<file path="src/rtl/multicycle_ctrl_v2_if.sv">
// Controller <-> datapath/memory signal bundle for the multicycle RISC core.
// master: the control FSM (drives strobes), slave: datapath and memories.
interface multicycle_ctrl_v2_if #(
  parameter int INSTR_W = 16,
  parameter int CNT_W   = 16
);
  logic [INSTR_W-1:0] instr;
  logic               imem_ready;
  logic               dmem_ready;
  logic               alu_zero;
  logic               alu_neg;
  logic               imem_req;
  logic               ir_latch;
  logic               pc_latch;
  logic [1:0]         pc_mux_sel;
  logic               rs1_sel;
  logic [1:0]         rs2_sel;
  logic               a_latch;
  logic               b_latch;
  logic               alu_latch;
  logic [1:0]         alu_sel;
  logic               reg_wr_en;
  logic               rd_sel;
  logic               wrd_sel;
  logic               dmem_req;
  logic               dmem_we;
  logic               halted;
  logic               illegal_instr;
  logic               bus_err;
  logic [CNT_W-1:0]   retired_cnt;

  modport master (
    input  instr, imem_ready, dmem_ready, alu_zero, alu_neg,
    output imem_req, ir_latch, pc_latch, pc_mux_sel, rs1_sel, rs2_sel,
           a_latch, b_latch, alu_latch, alu_sel, reg_wr_en, rd_sel, wrd_sel,
           dmem_req, dmem_we, halted, illegal_instr, bus_err, retired_cnt
  );

  modport slave (
    output instr, imem_ready, dmem_ready, alu_zero, alu_neg,
    input  imem_req, ir_latch, pc_latch, pc_mux_sel, rs1_sel, rs2_sel,
           a_latch, b_latch, alu_latch, alu_sel, reg_wr_en, rd_sel, wrd_sel,
           dmem_req, dmem_we, halted, illegal_instr, bus_err, retired_cnt
  );
endinterface

</file>
<file path="src/rtl/multicycle_ctrl_v2.sv">
// Multicycle control FSM for the 16-bit RISC datapath.
// state  | meaning
// RESET  | post-reset idle cycle, all strobes low
// FETCH  | request imem, latch IR on imem_ready
// DECODE | load A/B, PC+1 for non-branch opcodes
// EXE    | ALU operation into ALU-out register
// MEM    | data memory access, held until dmem_ready
// WB     | register file write-back
// BR     | PC update from branch condition
// HALT   | stopped by HALT opcode
// TRAP   | stopped by illegal opcode or handshake timeout
module multicycle_ctrl_v2 #(
  parameter int INSTR_W  = 16,
  parameter int OPC_W    = 3,
  parameter int MAX_WAIT = 15,
  parameter int CNT_W    = 16
) (
  input logic                clk,
  input logic                rst,
  multicycle_ctrl_v2_if.master bus
);
  // opcode width can never exceed the instruction word
  localparam int OW     = (OPC_W < INSTR_W) ? OPC_W : INSTR_W;
  localparam int WAIT_W = (MAX_WAIT < 2) ? 1 : $clog2(MAX_WAIT + 1);

  typedef enum logic [3:0] {
    S_RESET, S_FETCH, S_DECODE, S_EXE, S_MEM, S_WB, S_BR, S_HALT, S_TRAP
  } state_t;

  typedef enum logic [3:0] {
    K_RR, K_RI, K_LOAD, K_STORE, K_BEQ, K_BNE, K_BLT, K_JMP, K_HALT, K_ILL
  } kind_t;

  // with a 3-bit opcode bit 3 is always zero, so HALT/illegal never decode
  function automatic kind_t classify(input logic [3:0] opc);
    kind_t k;
    if (opc[3]) begin
      k = (opc == 4'hF) ? K_HALT : K_ILL;
    end else begin
      case (opc[2:0])
        3'd0:    k = K_RR;
        3'd1:    k = K_RI;
        3'd2:    k = K_LOAD;
        3'd3:    k = K_STORE;
        3'd4:    k = K_BEQ;
        3'd5:    k = K_BNE;
        3'd6:    k = K_BLT;
        default: k = K_JMP;
      endcase
    end
    return k;
  endfunction

  state_t            state;
  logic [OW-1:0]     opc_q;
  logic [WAIT_W-1:0] wait_cnt;
  logic [CNT_W-1:0]  cnt_q;
  logic              illegal_q;
  logic              bus_err_q;
  kind_t             kind;
  logic              timeout_hit;
  logic              taken;

  assign kind        = classify(4'(opc_q));
  assign timeout_hit = (MAX_WAIT != 0) && (wait_cnt == WAIT_W'(MAX_WAIT));

  always_comb begin
    case (kind)
      K_BEQ:   taken = bus.alu_zero;
      K_BNE:   taken = !bus.alu_zero;
      K_BLT:   taken = bus.alu_neg;
      K_JMP:   taken = 1'b1;
      default: taken = 1'b0;
    endcase
  end

  // state sequencing, IR opcode capture, wait timer, retire counter, sticky traps
  always_ff @(posedge clk) begin
    if (rst) begin
      state     <= S_RESET;
      opc_q     <= '0;
      wait_cnt  <= '0;
      cnt_q     <= '0;
      illegal_q <= 1'b0;
      bus_err_q <= 1'b0;
    end else begin
      // any state other than a continuing wait leaves the timer cleared
      wait_cnt <= '0;
      case (state)
        S_RESET: state <= S_FETCH;
        S_FETCH: begin
          if (bus.imem_ready) begin
            opc_q <= bus.instr[OW-1:0];
            state <= S_DECODE;
          end else if (timeout_hit) begin
            state     <= S_TRAP;
            bus_err_q <= 1'b1;
          end else begin
            wait_cnt <= wait_cnt + 1'b1;
          end
        end
        S_DECODE: begin
          case (kind)
            K_JMP:   state <= S_BR;
            K_HALT:  state <= S_HALT;
            K_ILL: begin
              state     <= S_TRAP;
              illegal_q <= 1'b1;
            end
            default: state <= S_EXE;
          endcase
        end
        S_EXE: begin
          case (kind)
            K_RR, K_RI:      state <= S_WB;
            K_LOAD, K_STORE: state <= S_MEM;
            default:         state <= S_BR;
          endcase
        end
        S_MEM: begin
          if (bus.dmem_ready) begin
            if (kind == K_STORE) begin
              state <= S_FETCH;
              cnt_q <= cnt_q + CNT_W'(1);
            end else begin
              state <= S_WB;
            end
          end else if (timeout_hit) begin
            state     <= S_TRAP;
            bus_err_q <= 1'b1;
          end else begin
            wait_cnt <= wait_cnt + 1'b1;
          end
        end
        S_WB, S_BR: begin
          state <= S_FETCH;
          cnt_q <= cnt_q + CNT_W'(1);
        end
        S_HALT:  state <= S_HALT;
        default: state <= S_TRAP;
      endcase
    end
  end

  // Moore strobe decode from state and IR opcode; ir_latch and branch select follow inputs
  always_comb begin
    bus.imem_req   = 1'b0;
    bus.ir_latch   = 1'b0;
    bus.pc_latch   = 1'b0;
    bus.pc_mux_sel = 2'b00;
    bus.rs1_sel    = 1'b0;
    bus.rs2_sel    = 2'b00;
    bus.a_latch    = 1'b0;
    bus.b_latch    = 1'b0;
    bus.alu_latch  = 1'b0;
    bus.alu_sel    = 2'b00;
    bus.reg_wr_en  = 1'b0;
    bus.rd_sel     = 1'b0;
    bus.wrd_sel    = 1'b0;
    bus.dmem_req   = 1'b0;
    bus.dmem_we    = 1'b0;
    bus.halted     = 1'b0;
    case (state)
      S_FETCH: begin
        bus.imem_req = 1'b1;
        bus.ir_latch = bus.imem_ready;
      end
      S_DECODE: begin
        bus.a_latch = 1'b1;
        bus.b_latch = 1'b1;
        if (kind == K_RI || kind == K_LOAD || kind == K_STORE) bus.rs2_sel = 2'b01;
        if (kind == K_RR || kind == K_RI || kind == K_LOAD || kind == K_STORE) bus.pc_latch = 1'b1;
      end
      S_EXE: begin
        bus.alu_latch = 1'b1;
        case (kind)
          K_RR:                   bus.alu_sel = 2'b01;
          K_RI, K_LOAD, K_STORE:  bus.alu_sel = 2'b00;
          default:                bus.alu_sel = 2'b11;
        endcase
      end
      S_MEM: begin
        bus.dmem_req = 1'b1;
        bus.dmem_we  = (kind == K_STORE);
      end
      S_WB: begin
        bus.reg_wr_en = 1'b1;
        bus.rd_sel    = (kind == K_RR);
        bus.wrd_sel   = (kind == K_LOAD);
      end
      S_BR: begin
        bus.pc_latch   = 1'b1;
        bus.pc_mux_sel = taken ? 2'b01 : 2'b00;
      end
      S_HALT, S_TRAP: bus.halted = 1'b1;
      default: ;
    endcase
  end

  assign bus.illegal_instr = illegal_q;
  assign bus.bus_err       = bus_err_q;
  assign bus.retired_cnt   = cnt_q;

endmodule

</file>
<file path="src/flat_wrapper.sv">
// flat-port wrapper written by rule: the top's interface ports become plain ports
module multicycle_ctrl_v2_flat 
#(
  parameter int INSTR_W  = 16,
  parameter int OPC_W    = 3,
  parameter int MAX_WAIT = 15,
  parameter int CNT_W    = 16
)
  (clk, rst, bus_instr, bus_imem_ready, bus_dmem_ready, bus_alu_zero, bus_alu_neg, bus_imem_req, bus_ir_latch, bus_pc_latch, bus_pc_mux_sel, bus_rs1_sel, bus_rs2_sel, bus_a_latch, bus_b_latch, bus_alu_latch, bus_alu_sel, bus_reg_wr_en, bus_rd_sel, bus_wrd_sel, bus_dmem_req, bus_dmem_we, bus_halted, bus_illegal_instr, bus_bus_err, bus_retired_cnt);
  multicycle_ctrl_v2_if #(.INSTR_W(INSTR_W), .CNT_W(CNT_W)) bus_i ();
  input logic clk;
  input logic rst;
  input wire logic [$bits(bus_i.instr)-1:0] bus_instr;
  input wire logic [$bits(bus_i.imem_ready)-1:0] bus_imem_ready;
  input wire logic [$bits(bus_i.dmem_ready)-1:0] bus_dmem_ready;
  input wire logic [$bits(bus_i.alu_zero)-1:0] bus_alu_zero;
  input wire logic [$bits(bus_i.alu_neg)-1:0] bus_alu_neg;
  output wire logic [$bits(bus_i.imem_req)-1:0] bus_imem_req;
  output wire logic [$bits(bus_i.ir_latch)-1:0] bus_ir_latch;
  output wire logic [$bits(bus_i.pc_latch)-1:0] bus_pc_latch;
  output wire logic [$bits(bus_i.pc_mux_sel)-1:0] bus_pc_mux_sel;
  output wire logic [$bits(bus_i.rs1_sel)-1:0] bus_rs1_sel;
  output wire logic [$bits(bus_i.rs2_sel)-1:0] bus_rs2_sel;
  output wire logic [$bits(bus_i.a_latch)-1:0] bus_a_latch;
  output wire logic [$bits(bus_i.b_latch)-1:0] bus_b_latch;
  output wire logic [$bits(bus_i.alu_latch)-1:0] bus_alu_latch;
  output wire logic [$bits(bus_i.alu_sel)-1:0] bus_alu_sel;
  output wire logic [$bits(bus_i.reg_wr_en)-1:0] bus_reg_wr_en;
  output wire logic [$bits(bus_i.rd_sel)-1:0] bus_rd_sel;
  output wire logic [$bits(bus_i.wrd_sel)-1:0] bus_wrd_sel;
  output wire logic [$bits(bus_i.dmem_req)-1:0] bus_dmem_req;
  output wire logic [$bits(bus_i.dmem_we)-1:0] bus_dmem_we;
  output wire logic [$bits(bus_i.halted)-1:0] bus_halted;
  output wire logic [$bits(bus_i.illegal_instr)-1:0] bus_illegal_instr;
  output wire logic [$bits(bus_i.bus_err)-1:0] bus_bus_err;
  output wire logic [$bits(bus_i.retired_cnt)-1:0] bus_retired_cnt;
  assign bus_i.instr = bus_instr;
  assign bus_i.imem_ready = bus_imem_ready;
  assign bus_i.dmem_ready = bus_dmem_ready;
  assign bus_i.alu_zero = bus_alu_zero;
  assign bus_i.alu_neg = bus_alu_neg;
  assign bus_imem_req = bus_i.imem_req;
  assign bus_ir_latch = bus_i.ir_latch;
  assign bus_pc_latch = bus_i.pc_latch;
  assign bus_pc_mux_sel = bus_i.pc_mux_sel;
  assign bus_rs1_sel = bus_i.rs1_sel;
  assign bus_rs2_sel = bus_i.rs2_sel;
  assign bus_a_latch = bus_i.a_latch;
  assign bus_b_latch = bus_i.b_latch;
  assign bus_alu_latch = bus_i.alu_latch;
  assign bus_alu_sel = bus_i.alu_sel;
  assign bus_reg_wr_en = bus_i.reg_wr_en;
  assign bus_rd_sel = bus_i.rd_sel;
  assign bus_wrd_sel = bus_i.wrd_sel;
  assign bus_dmem_req = bus_i.dmem_req;
  assign bus_dmem_we = bus_i.dmem_we;
  assign bus_halted = bus_i.halted;
  assign bus_illegal_instr = bus_i.illegal_instr;
  assign bus_bus_err = bus_i.bus_err;
  assign bus_retired_cnt = bus_i.retired_cnt;
  multicycle_ctrl_v2 #(.INSTR_W(INSTR_W), .OPC_W(OPC_W), .MAX_WAIT(MAX_WAIT), .CNT_W(CNT_W)) u_core (.clk(clk), .rst(rst), .bus(bus_i));
endmodule
</file>
<file path="config.mk">
export PLATFORM = sky130hd
export DESIGN_NAME = multicycle_ctrl_v2_flat
export DESIGN_NICKNAME = d
export VERILOG_FILES = /design/src/rtl/multicycle_ctrl_v2_if.sv /design/src/rtl/multicycle_ctrl_v2.sv /design/src/flat_wrapper.sv
export SDC_FILE = /design/constraint.sdc
export NUM_CORES = 1
export LEC_CHECK = 0
export ABC_AREA = 1
export CORE_UTILIZATION = 45
export DETAILED_ROUTE_END_ITERATION = 10
export GPL_ROUTABILITY_DRIVEN = 1
export PLACE_DENSITY = 0.9
export SYNTH_ARGS = -nofsm -noshare
export SYNTH_HDL_FRONTEND = slang
export SYNTH_SLANG_ARGS = --single-unit
</file>
<file path="constraint.sdc">
create_clock -name clk -period 1.81 [get_ports clk]
set_clock_uncertainty 0.15 [all_clocks]
set_input_delay 0.2715 -clock clk [delete_from_list [all_inputs] [get_ports clk]]
set_output_delay 0.2715 -clock clk [all_outputs]
set_load 0.01 [all_outputs]
</file>
Word level (Yosys, flattened, before mapping)
Cells that the tools add are included.

Bits in registers: 29. Logic and storage cells: 95. Input bits: 22. Output and inout bits: 37.

Reductions and logical operators: 21. Mux-type cells: 38. Eq/ne operators: 28. Add/subtract/negate cells: 2.

Operators by type and width (count): $mux 16 (2); $pmux 16 s2 (1); $mux 4 (6); $pmux 4 s6 (1); $eq 3x3->1 const B (7); $pmux 3 s7 (1); $add 16x1->16 const B (1); $eq 4x3->1 const B (4); $mux 1 (16); $eq 3x2->1 const B (4); $pmux 4 s3 (1); $eq 3x4->1 const B (2); $eq 4x2->1 const B (2); $eq 4x4->1 const B (2); $logic_not 4->1 (2); $pmux 2 s2 (2); $pmux 4 s2 (1); $reduce_or 2->1 (4); $eq 3x1->1 const B (2); $mux 2 (3); $ne 2x2->1 const B (3); $reduce_and 3->1 (2); $reduce_or 3->1 (2); $logic_or 1x1->1 (5); other kinds (10) (13).

Depth between registers and ports, before layout
Gate-level depths: netlist of run 1.

Word-level depth: 8. Mapped depth: 9. Gate-level depth less buffers: 9.

Worst setup path before layout of run 1
No wires, ideal clock.

Path type: register -> register. Start point: register u_core.state[3]. End point: register u_core.opc_q[0]. Buffers on the path: 0. Library setup time: 0.120 ns. Data required time: 1.540 ns. Data arrival time: 1.255 ns. Cell stages (with the launch flop): 7. Path slack: 0.285 ns. Period minus slack after synthesis: 1.525 ns. Path through: dfxtp_1 > nor2_1 > nand2_1 > nor2_1 > inv_1 > o21ai_0 > a21oi_1.

Longest elaborated chain between the ends: 2.

Ends and longest elaborated chain: start, declared (RTL line multicycle_ctrl_v2.sv:54) `state_t state;`; start signal, assigned (RTL line multicycle_ctrl_v2.sv:80) `state <= S_RESET;`; start signal, assigned (RTL line multicycle_ctrl_v2.sv:90) `S_RESET: state <= S_FETCH;`; start signal, assigned (RTL line multicycle_ctrl_v2.sv:94) `state <= S_DECODE;`; $eq 4x1->1 (RTL line multicycle_ctrl_v2.sv:89) `case (state)`; $reduce_and 2->1 (no source line); end signal, assigned (RTL line multicycle_ctrl_v2.sv:93) `opc_q <= bus.instr[OW-1:0];`; end, declared (RTL line multicycle_ctrl_v2.sv:55) `logic [OW-1:0] opc_q;`.

No other way between the ends. A chain may end at the register's enable or synchronous reset.

Final worst setup path of run 1
Start point: input port bus_alu_zero. End point: output port bus_pc_mux_sel[0].

Longest elaborated chain between the ends: 4.

Ends and longest elaborated chain: start, declared (RTL line flat_wrapper.sv:16) `input wire logic [$bits(bus_i.alu_zero)-1:0] bus_alu_zero;`; $logic_not 1->1 (RTL line multicycle_ctrl_v2.sv:70) `K_BNE: taken = !bus.alu_zero;`; $pmux 1 s4 * (RTL line multicycle_ctrl_v2.sv:68) `case (kind)`; $mux 1 * (RTL line multicycle_ctrl_v2.sv:193) `bus.pc_mux_sel = taken ? 2'b01 : 2'b00;`; $mux 2 * (RTL line multicycle_ctrl_v2.sv:163) `case (state)`; end, declared (RTL line flat_wrapper.sv:21) `output wire logic [$bits(bus_i.pc_mux_sel)-1:0] bus_pc_mux_sel;`.

Every way passes the cells marked *; elsewhere a longest branch is shown, timed or not.

==> results of run 1 <==
[where the power goes]
part / total (uW) / switching (uW) / internal (uW)
combinational: 315 / 175 / 140
clock: 489 / 193 / 296
sequential: 665 / 29.0 / 636
[cell usage after synthesis, drive strengths merged]
cell and instances:
nand3 18, xnor2 3, clkbuf 2, xor2 5
nor4 3, o31ai 1, and3 1, nor2 39
nand4 7, a31oi 1, inv 31, buf 9
nand2 66, o21ai 10, dfxtp 28, o21bai 3
a21oi 22, nor3 5, conb 1, ha 2
[sequential cells by signal (all words and copies together), names as in the netlist]
signal / count
u_core.bus.bus_err: 1
u_core.bus.retired_cnt: 16
u_core.opc_q: 3
u_core.state: 4
u_core.wait_cnt: 4
[tightest hold or removal path: cells and delay by family (launching register included)]
| family | cells | cell delay (ns) |
|---|---|---|
| DFF | 1 | 0.32 |
| AOI/OAI and AO/OA | 1 | 0.05 |
| buffers and inverters | 1 | 0.05 |
[timing repair]
action	CTS	global route
endpoints found under the setup margin	16	17
setup buffers	2	0
gates resized for setup	50	25
pin swaps	2	2
[logic make-up (layout without fill, tap and decap cells)]
| logic type | after synthesis | count (layout) |
|---|---|---|
| buf+inv | 42 | 99 |
| other cells | 1 | 4 |
| xor+xnor | 8 | 8 |
| compound gates | 37 | 37 |
| fa+ha+maj | 2 | 2 |
| simple gates | 139 | 139 |
| flops | 28 | 28 |
[metal layers]
metal  vias to the layer above  global-route usage (%)  routed length, um
met2                        92                    43.4               2480
met5                         -                       0                  0
met3                        15                    3.39                254
met1                       912                    31.7               2140
met4                         0                    9.66                114
li1                        943                       -                  -
[per-stage QoR]
step	instance area (um^2)	hold WS (ns)	cells	worst slack, ns
after floorplan	1730	0.268	260	0.285
after global placement	2290	0.283	359	-0.300
after detailed placement	2290	0.293	359	-0.435
after CTS	2400	0.318	365	-0.0985
after global routing	2410	0.330	365	-0.0692
final	2410	0.312	365	-0.0478
[final timing paths]
check,end,slack (ns),cells past startpoint
setup / recovery,bus_pc_mux_sel[0],-0.05,6
hold reg to reg,u_core.bus.bus_err,0.31,2
setup reg to reg,u_core.bus.retired_cnt[0],0.09,8
hold / removal,u_core.bus.bus_err,0.31,2
[cell type report]
| type | count | share of cell area (%) |
|---|---|---|
| multi-input cells | 190 | 42.7 |
| flip-flops and latches | 28 | 24.1 |
| repair buffers | 64 | 22.9 |
| inverters | 31 | 4.83 |
| well taps | 48 | 2.49 |
| clock buffers | 3 | 1.72 |
| clock inverters | 1 | 1.25 |
==> results.ini, run 1 <==
[hold_path]
min_from = u_core.bus.bus_err
hp-class = register to register

[outcome]
failed_checks = negative setup slack
status = complete, but fails checks

[power_and_ir_drop]
total_power_uw = 1470
leakage_uw = 0.00101
p_per_area_mw_per_mm2 = 610
ir_worst_vdd_uv = 650

[sta]
post-route-period-util_pct = 103
fmax_ghz = 0.538
tns_ns = -0.0478
hold_violations = 0
drv_slew = 0
fin_ws_ns = -0.0478
min_period_ns = 1.86
grt_setup_unrepaired = yes
setup_viol = 1

[cells_and_area]
fin_util_pct = 65.8
diodes = 0
final_common_cell = nand2_1
area_growth_pct = 40.1
final_cell_mix = nand2_1, nor2_1, inv_1, clkdlybuf4s50_1, buf_4
multi_input_area_mm2 = 0.00103
drive_above_1_share_pct = 24.9
regArea_um2 = 579
fillers = 287
nNetsFinal = 342

[yosys]
synth-simple-area-share_pct = 36.8
synth_top_cell_by_area = dfxtp_1
synthMuxAreaShare_pct = 0
synthXorXnorAreaFrac_pct = 4.08
synth_compound_area_share_pct = 13.4
syn_area_mm2 = 0.00172
synth_fa_ha_area_share_pct = 1.46
synthTopCellsByArea = dfxtp_1, nand2_1, nor2_1
ys_ff_latch = 28
synth_top_area_share_pct = 32.6
ys_warn_count = 0
ys_seq_area_share_pct = 32.6
syn_area_per_cell_um2 = 6.68
synth_top_family_by_area = simple AND/OR/NAND/NOR gates
syn_inst = 257
synth.distinct_cells = 31

[place]
port_buffers = 41
hpwlAfterDp_mm = 3.41
gp_congestion = 0.859

[global_route]
track_usage_pct = 25.2
antenna_found_initial = 0
first_global_vias = 1846
grt-ovfl-total = 0
grt_pass1_wl_mm = 8.23
grt_max_degree = 17

[worst_setup_path]
slowest_delay_ns = 0.46
cp-start-kind = input pin
crit_chain = clkdlybuf4s50_1 -> inv_1 -> o21ai_2 -> a21oi_2 -> nor4_2 -> buf_2
cp_num_buf_inv = 3
critPathKind = input pin to output pin
crit_family = buffers and inverters
crit_fanout = 2
arrival_ns = 1.44
slowest_stage = clkdlybuf4s50_1
startpoint = bus_alu_zero
worst_setup_path_end_kind = output pin
cp.required_ns = 1.39
timing.rr.start = u_core.state[2]

[route]
vias = 1962
dr.pass1.iters = 5
wirelength_mm = 4.99
first_iter_violations = 215
wl_per_cell_um = 13.7
drc = 0
drtAntennaViolNets = 0
routed_via_density = 5.38

[cts]
cts_root_buf = clkbuf_8
clk_latency_ns = 0.27
cts_tree = yes
cts_sinks = 28
cts_made_buffers = 3
cts_buffer_depth = 2
cts_hold_buf = 0
clk_pin_slew_ns = 0.09
cts_max_level = 1

[floorplanning]
dieHeight_um = 63.8
initial_core_util_pct = 46.9
row_count = 22
ios = 59
core_mm2 = 0.00366
dieArea_mm2 = 0.00407
fp.dieW_um = 63.8

[flow_run]
cap_violations = 0

Note: power is estimated with default switching activity, not from simulation.
==> run 2: changes to the inputs <==
- CAP_MARGIN: not set -> 20
- SLEW_MARGIN: not set -> 20
==> results of run 2 <==
Final layout, timing and power as in run 1 (identical DEF).
==> run 3: changes to the inputs <==
--- a/config.mk
+++ b/config.mk
@@ -9,6 +9,6 @@
 export CAP_MARGIN = 20
-export CORE_UTILIZATION = 45
+export CORE_UTILIZATION = 41
 export DETAILED_ROUTE_END_ITERATION = 10
 export GPL_ROUTABILITY_DRIVEN = 1
-export PLACE_DENSITY = 0.9
+export PLACE_DENSITY = 0.87
 export SLEW_MARGIN = 20
==> constraint.sdc (replaced) <==
create_clock -name clk -period 1.7 [get_ports clk]
set_clock_uncertainty 0.15 [all_clocks]
set_input_delay 0.255 -clock clk [delete_from_list [all_inputs] [get_ports clk]]
set_output_delay 0.255 -clock clk [all_outputs]
set_load 0.05 [all_outputs]
==> run 3 against run 2 <==
Against the previous run: the run still ends with negative setup slack left; first-iteration DRC count up 16%; critical endpoint is now bus_wrd_sel; non-clock buffer count increased by 4; highest routed layer unchanged; cell area up 21%; count of clock-buffer cells in the layout did not move.
==> results.ini, run 3 (synthesis gave the netlist of run 1 again) <==
[outcome]
failed_checks = negative setup slack
status = complete, but fails checks

[route]
dr_wl_met3_um = 362  ; +43%
drtAntennaViolNets = 0  ; unchanged
dr_wl_met2_mm = 3.02  ; +22%
dr.pass1.iters = 5  ; unchanged
top_layer_used = met4
wl_per_cell_um = 16.0  ; +17%
wirelength_mm = 5.94  ; +19%
wl_met1_mm = 2.38  ; +11%
drc = 0  ; unchanged
vias = 2042  ; +4.1%
first_iter_violations = 250  ; +16%
routed_via_density = 5.50  ; +2.4%

[global_route]
grt_max_degree = 19  ; +2
antenna_found_initial = 0  ; unchanged
track_usage_pct = 25.6  ; +0.42 points
grt-ovfl-total = 0  ; unchanged
grt_pass1_wl_mm = 8.59  ; +4.4%
first_global_vias = 1882  ; +2.0%

[place]
dp.cells = 355  ; -1.1%
gp_congestion = 0.864  ; +0.64%
port_buffers = 41  ; unchanged
hpwlAfterDp_mm = 3.67  ; +7.7%

[cells_and_area]
area_growth_pct = 69.9
drive_above_1_share_pct = 40.5  ; +16 points
regArea_um2 = 586  ; +1.1%
nNetsFinal = 346  ; +1.2%
multi_input_area_mm2 = 0.00118  ; +15%
instances_no_fill = 371  ; +1.6%
largest_register_ff_count = 16  ; unchanged
final_common_cell = nand2_1
final_cell_mix = nand2_1, buf_4, buf_12, nor2_1, inv_1
diodes = 0  ; unchanged
fillers = 234  ; -18%

[power_and_ir_drop]
swShare_pct = 33.2  ; +6.2 points
ir_worst_vdd_uv = 688  ; +5.8%
switching_power_uw = 604  ; +52%
seq_power_share_pct = 39.3  ; -6.0 points
leakage_uw = 0.00117  ; +16%
clock_power_share_pct = 29.4  ; -3.9 points
power.internal_uw = 1220  ; +13%
combPwrFrac_pct = 31.3  ; +9.9 points
p_per_area_mw_per_mm2 = 623  ; +2.2%

[worst_setup_path]
worst_setup_path_end_kind = output pin
crit_fanout = 3  ; +1
slowest_delay_ns = 0.40  ; -0.06 ns
crit_chain = inv_4 -> nor2_8 -> nand2_4 -> buf_12 -> nor4_4 -> buf_12
crit_family = simple AND/OR/NAND/NOR gates
arrival_ns = 1.46  ; +0.02 ns
cp.required_ns = 1.29  ; -0.10 ns
critPathKind = register to output pin
cp-start-kind = register
crit_top_cell = buf_12
cp_num_buf_inv = 3  ; unchanged
slowest_stage = dfxtp_4

[sta]
min_period_ns = 1.87
setup_viol = 15  ; +14
hold_violations = 0  ; unchanged
drv_slew = 0  ; unchanged
tns_ns = -1.43  ; -1.38 ns
grt_setup_unrepaired = yes
fin_ws_ns = -0.169  ; -0.121 ns
post-route-period-util_pct = 110
fmax_ghz = 0.535

[cts]
cts_made_buffers = 3  ; unchanged
cts_sinks = 28  ; unchanged
cts_root_buf = clkbuf_8
clk_pin_slew_ns = 0.10  ; about the same
cts_tree = yes
cts_hold_buf = 0  ; unchanged
cts_buffer_depth = 2  ; unchanged
cts_max_level = 1  ; unchanged
clk_latency_ns = 0.28  ; about the same

[floorplanning]
dieArea_mm2 = 0.00445  ; +9.4%
row_count = 23  ; +4.5%
fp.dieW_um = 66.7  ; +4.6%
core_mm2 = 0.00400  ; +9.3%
dieHeight_um = 66.7  ; +4.6%
initial_core_util_pct = 42.9  ; -4.0 points
ios = 59  ; unchanged

[hold_path]
hp-class = register to register

[flow_run]
cap_violations = 0  ; unchanged

==> run 3: routing by layer <==
layer | track usage, % | vias to the layer above
li1 | - | 947
met5 | 0 | -
met2 | 44.1 | 111
met4 | 12.0 | 0
met3 | 4.97 | 24
met1 | 30.3 | 960
==> run 3: repair_timing <==
action,in CTS,in global routing
pin swaps,7,5
endpoints found under the setup margin,16,34
resized for setup,38,22
setup buffers,7,5
gates cloned,0,0
==> run 3: worst paths after layout <==
check             cells past startpoint  slack [ns]                         end                from
setup / recovery                      6       -0.17                 bus_wrd_sel     u_core.state[2]
hold / removal                        1        0.31          u_core.wait_cnt[0]  u_core.wait_cnt[0]
setup reg to reg                      8       -0.05  u_core.bus.retired_cnt[14]     u_core.state[2]
hold reg to reg                       1        0.31          u_core.wait_cnt[0]  u_core.wait_cnt[0]
==> run 3: stage by stage <==
step | worst slack [ns] | util, % | area [um^2] | power, uW | hold slack [ns]
after global placement | -0.0374 | 64.0 | 2560 | 1140 | 0.285
after detailed placement | -0.0727 | 64.0 | 2560 | 1160 | 0.296
after global routing | -0.220 | 73.0 | 2920 | 1880 | 0.337
after floorplan | -0.255 | - | 1800 | 990 | 0.268
after CTS | -0.133 | 70.3 | 2810 | 1770 | 0.313
final | -0.169 | 73.0 | 2920 | 1820 | 0.312
==> run 3: final cells by class <==
| cell class | instances | area share (%) |
|---|---|---|
| Multi-Input combinational cell | 190 | 40.6 |
| Timing Repair Buffer | 68 | 30.4 |
| Sequential cell | 28 | 20.1 |
| Inverter | 31 | 4.37 |
| Tap cell | 50 | 2.14 |
| Clock buffer | 3 | 1.41 |
| Clock inverter | 1 | 1.03 |
==> run 3: power groups by stage <==
stage          combinational, uW  sequential (uW)  clock, uW
4_1_cts                      522              711        542
3_3_place_gp                 428              713          0
3_5_place_dp                 446              716          0
2_1_floorplan                279              710          0
5_1_grt                      588              718        573
6_report                     569              715        535
